`src/rtl/regfile_mp.sv`:
```
// regfile_mp -- parametrised multi-read-port register file for the MIPS
// datapath, with a hardwired zero register, optional write-to-read bypass,
// a per-register pending-write scoreboard and a sequenced bulk-clear engine.
//
// Ports:
//   clk        clock, all state updates on the rising edge
//   rst        asynchronous active-low reset
//   we         write enable
//   waddr      write address
//   wdata      write data
//   raddr      NREAD packed read addresses, port k at [k*ADDR_W +: ADDR_W]
//   rdata      NREAD packed read data (combinational), same packing
//   busy       per-port scoreboard bit of the addressed register
//   rsv_valid  reserve the scoreboard bit of rsv_addr
//   rsv_addr   register to reserve
//   clr_req    start a bulk clear
//   clr_busy   high while the clear engine sweeps the array
module regfile_mp #(
  parameter int DATA_W = 32,
  parameter int ADDR_W = 5,
  parameter int NREAD  = 2,
  parameter int BYPASS = 1
) (
  input  logic                      clk,
  input  logic                      rst,
  input  logic                      we,
  input  logic [ADDR_W-1:0]         waddr,
  input  logic [DATA_W-1:0]         wdata,
  input  logic [NREAD*ADDR_W-1:0]   raddr,
  output logic [NREAD*DATA_W-1:0]   rdata,
  output logic [NREAD-1:0]          busy,
  input  logic                      rsv_valid,
  input  logic [ADDR_W-1:0]         rsv_addr,
  input  logic                      clr_req,
  output logic                      clr_busy
);

  localparam int DEPTH = 1 << ADDR_W;
  localparam logic [ADDR_W-1:0] LAST_IDX = ADDR_W'(DEPTH - 1);

  typedef enum logic [0:0] {
    ST_IDLE  = 1'b0,
    ST_CLEAR = 1'b1
  } state_t;

  state_t              state_r;
  logic [ADDR_W-1:0]   ptr_r;
  logic [DATA_W-1:0]   mem_r [DEPTH];
  logic [DEPTH-1:0]    sb_r;

  logic [NREAD*DATA_W-1:0] rdata_s;
  logic [NREAD-1:0]        busy_s;
  logic [ADDR_W-1:0]       ra_s;
  logic                    hit_s;

  // Array, scoreboard and clear-engine state.
  always_ff @(posedge clk or negedge rst) begin
    if (!rst) begin
      state_r <= ST_IDLE;
      ptr_r   <= '0;
      sb_r    <= '0;
      for (int i = 0; i < DEPTH; i++) begin
        mem_r[i] <= '0;
      end
    end else begin
      case (state_r)
        ST_IDLE: begin
          // A write also releases the reservation on its register.
          if (we && (waddr != '0)) begin
            mem_r[waddr] <= wdata;
            sb_r[waddr]  <= 1'b0;
          end
          if (clr_req) begin
            // Whole scoreboard cleared; a concurrent reservation is dropped,
            // a concurrent write lands and is swept later. Register 0 is
            // never written, so the sweep starts at 1.
            sb_r    <= '0;
            ptr_r   <= ADDR_W'(1);
            state_r <= ST_CLEAR;
          end else if (rsv_valid && (rsv_addr != '0)) begin
            // Issued after the release so a same-cycle new producer wins.
            sb_r[rsv_addr] <= 1'b1;
          end
        end
        ST_CLEAR: begin
          mem_r[ptr_r] <= '0;
          if (ptr_r == LAST_IDX) begin
            ptr_r   <= '0;
            state_r <= ST_IDLE;
          end else begin
            ptr_r <= ptr_r + ADDR_W'(1);
          end
        end
        default: begin
          ptr_r   <= '0;
          state_r <= ST_IDLE;
        end
      endcase
    end
  end

  // Per-port read data and busy, with bypass from the write port.
  always_comb begin
    rdata_s = '0;
    busy_s  = '0;
    ra_s    = '0;
    hit_s   = 1'b0;
    for (int k = 0; k < NREAD; k++) begin
      ra_s  = raddr[k*ADDR_W +: ADDR_W];
      hit_s = (BYPASS != 0) && we && (waddr == ra_s);
      if (state_r == ST_CLEAR) begin
        rdata_s[k*DATA_W +: DATA_W] = '0;
        busy_s[k]                   = 1'b1;
      end else if (ra_s == '0) begin
        rdata_s[k*DATA_W +: DATA_W] = '0;
        busy_s[k]                   = 1'b0;
      end else begin
        if (hit_s) begin
          rdata_s[k*DATA_W +: DATA_W] = wdata;
        end else begin
          rdata_s[k*DATA_W +: DATA_W] = mem_r[ra_s];
        end
        // The bypassed write clears busy unless a new reservation
        // targets the same register in this cycle.
        if (hit_s && !(rsv_valid && (rsv_addr == ra_s))) begin
          busy_s[k] = 1'b0;
        end else begin
          busy_s[k] = sb_r[ra_s];
        end
      end
    end
  end

  assign rdata    = rdata_s;
  assign busy     = busy_s;
  assign clr_busy = (state_r == ST_CLEAR);

endmodule

```
`config.mk`:
```
export PLATFORM = sky130hd
export DESIGN_NAME = regfile_mp
export DESIGN_NICKNAME = d
export VERILOG_FILES = /design/src/rtl/regfile_mp.sv
export SDC_FILE = /design/constraint.sdc
export NUM_CORES = 2
export LEC_CHECK = 0
export ABC_CLOCK_PERIOD_IN_PS = 6230
export CAP_MARGIN = 25
export CORE_ASPECT_RATIO = 1.5
export CORE_UTILIZATION = 45
export CTS_BUF_LIST = sky130_fd_sc_hd__clkbuf_8
export DETAILED_ROUTE_END_ITERATION = 10
export GPL_TIMING_DRIVEN = 0
export PLACE_DENSITY_LB_ADDON = 0.1
export SKIP_CTS_REPAIR_TIMING = 1
export SYNTH_ARGS = -nofsm -noshare
export SYNTH_HDL_FRONTEND = slang
export SYNTH_SLANG_ARGS = --single-unit
```
`constraint.sdc`:
```
create_clock -name clk -period 6.23 [get_ports clk]
set_input_delay 1.869 -clock clk [delete_from_list [all_inputs] [get_ports clk]]
set_output_delay 1.869 -clock clk [all_outputs]
set_load 0.03 [all_outputs]
```
==> results.md <==
- Status: finished, violations left
- Failing checks: capacitance limit, slew limit, setup timing
- Final setup vio count: 50
- Most numerous cell in the Yosys netlist: dfrtp_1
- Top-level I/O count: 124
- Final max-slew violation count: 11
- Hold_sp: mem_r[1008]
- Crit start category: input port
- Seq cells post-synth: approximately 1100
- Pint: about 12 mW
- Critical-path maximum fanout: 10
- Critical path type: in2out
- Final Power: roughly 19 mW
- Post-synth EDFFs: 0
- Starting density of the core: between 40% and 50%
- Clock share of power: about a third
- Drt wl/cell: about 47 µm
- Hold WC Path Type: reg2reg
- CP most frequent cell: clkbuf_4
- Clk sinks: approximately 1100
- Slew Limit Headroom: -1.37%
- DP HPWL: approximately 220 mm
- Worst Path Arrival: 4720 ps
- CP max stage cell: o211ai_1
- Final hold violations: 0
- CTS tree: yes
- Asr flop ratio synth: 100%
- Vias per inst: a little under 8
- Logic pwr share: around a quarter
- Vias after detailed routing: a little over 50000
- Peak VDD IR: 0.000245 V
- Post-Place Worst Slack: -2900 ps
- Min setup slack post-route: -362 ps
- DIE AREA: approximately 130000 µm²
- Adder-Cell Fraction of Synth Area: less than 1%
- H-tree depth: 4
- Syn avg cell area: roughly 13 µm²
- Syn. warnings: 0
- Post-route DRC: 0
- Mux contribution to synthesized area: between 20% and 30%
- Main synth FF type: dfrtp_1
- Psw: ~6.6 mW
- Worst-Skew Late Latency: about 990 ps
- Area fraction in compound gates after synthesis: 21.5%
- Post-synth top cells: dfrtp_1, a22o_1, clkbuf_1
- Worst setup EP type: output port
- Synth Area in Simple Gates: about 4.4%
- Fin crit share: 106%
- Max clock buf depth: 3
- Crit path cell chain: clkbuf_4, buf_12, buf_16, nand2_4, clkbuf_4, buf_8, o22ai_2, nor3_1, o211ai_1, a21oi_2, buf_6
- Power share of the sequential group: 42.3%
- Post-DRT Antenna Nets: 0
- Pin count of the biggest net entering global routing: ~180
- Routability-driven placement congestion ratio: 1.07
- Grt ovf: 0
- Top-area cell type share of the netlist area: 47.2%
- Final hold slack: between 500 and 600 ps
- Worst Path Required: 4360 ps
- Crit path from: raddr[1]
- Reg2reg start: clr_busy
- Clock Skew: between 40 and 50 ps
- Synth area leaders: dfrtp_1, mux4_2, a22o_1, mux2i_1, clkbuf_1
- I/O Buffers: 77
- Vias in the first global route: approximately 49000
- RSZ-0062 raised after global routing: true
- First-pass GRT wire length: about 420 mm
- WL final: ~310 mm
- Antenna violations before repair: 29
- Area growth syn-to-layout: 21.1%
- DR iter-0 viols: 8023
- XOR/XNOR Fraction of Synth Area: less than 1%
- Cell variety after synth: 60
- Filler cells: between 10000 and 15000
- Syn_nets: ~4500
- Share of post-route cells with drive strength above 1: between 20% and 30%
- FP Rows: around 160
- Gr usage total: 48.7%
- Final min period: 6590 ps
- Maximum clock frequency: between 150 and 200 MHz
- Max-cap check violation count: 1
- Root buf cell: clkbuf_8
- Synth Cell Area: roughly 56000 µm²
- Number of clock buffers inserted by TritonCTS: between 150 and 200
- Lkg Pwr: 30.1 nW
- Clock slew at reported path FFs: ~70 ps
- Pwr/cell area: 279 nW/µm²
- Die height: ~440 µm
- Yosys top cell by area: dfrtp_1
- Sw frac: about a third
- Least-Margin Pin Slew: approximately 1500 ps
- Post-synthesis sequential area ratio: 47.2%
- Crit path largest cell delay: just under 900 ps
- Setup TNS: -4630 ps
- Core area: between 100000 and 150000 µm²
- Width of the chip: 291 µm
- First-pass DRT Iterations: 6
- Post-Syn Instances: approximately 4400
- # nets final: between 4000 and 5000
- Largest family of logic cells by synthesized area: multiplexers
## power by group through the flow
stage	clock [mW]	sequential (mW)	combinational, mW
floorplan	0	7.92	2.17
global placement	0	8.15	3.72
detailed placement	0	8.11	3.84
CTS	6.41	8.00	3.85
global route	6.72	8.08	4.49
finish	6.48	8.05	4.47
## placed cells by master (no fill, tap or decap), drive strengths merged, types with 78 or more instances in the layout
cell type	count
a21oi	115
a22o	1002
buf	379
clkbuf	685
dfrtp	1061
mux2	78
mux2i	218
mux4	417
nand2	181
nor2	206
o21ai	81
## metrics by stage
| step | utilization (%) | instance area (µm²) | instances |
|---|---|---|---|
| floorplan | - | 56300 | 4448 |
| detailed placement | 48.7 | 60300 | 6202 |
| finish | 55.0 | 68200 | 6662 |
| global placement | 47.7 | 59100 | 6125 |
| global route | 55.0 | 68100 | 6637 |
| CTS | 51.5 | 63800 | 6512 |
## cell families after synthesis
group	count (synthesis)
adder cells (fa/ha/maj)	5
XOR/XNOR	22
flip-flops	1061
multiplexers	713
AND/OR/NAND/NOR	561
buffers and inverters	589
AO/OA/AOI/OAI	1497
## path summary, 6_finish.rpt
| check | to | depth (start not counted) | slack, ps |
|---|---|---|---|
| max | rdata[24] | 11 | -360 |
| min | mem_r[1008] | 1 | 510 |
| max reg2reg | mem_r[926] | 6 | 2530 |
| min reg2reg | mem_r[1008] | 1 | 510 |
| max in group asynchronous | mem_r[247] | 4 | 2860 |
| min in group asynchronous | mem_r[470] | 1 | 860 |
## registers in the layout, summed over array words and instances, names as in the netlist
register  count
clr_busy      1
sb_r         31
mem_r      1024
ptr_r         5
## layer usage
layer	GRT usage, %	part of all wire [%]
met1	55.4	32
met2	68.2	41
met3	20.1	13
met4	47.5	13
met5	0	0.068
## worst max-delay path, delay by kind of cell
| family | cells | cell delay (ps) |
|---|---|---|
| AOI/OAI and AO/OA | 3 | 1320 |
| buffers and inverters | 6 | 1260 |
| and+or+nand+nor | 2 | 210 |
## cell type report
type | count | area, µm² | area share, %
multi-input cells | 2798 | 29100 | 42.6
flip-flops and latches | 1061 | 26600 | 38.9
plain buffers | 572 | 3880 | 5.69
clock buffers | 225 | 3100 | 4.54
repair buffers | 282 | 3060 | 4.49
well taps | 1600 | 2000 | 2.94
clock inverters | 85 | 413 | 0.605
diodes | 28 | 70.1 | 0.103
inverters | 11 | 50.0 | 0.0734
Power figures use the tool's default switching activity.
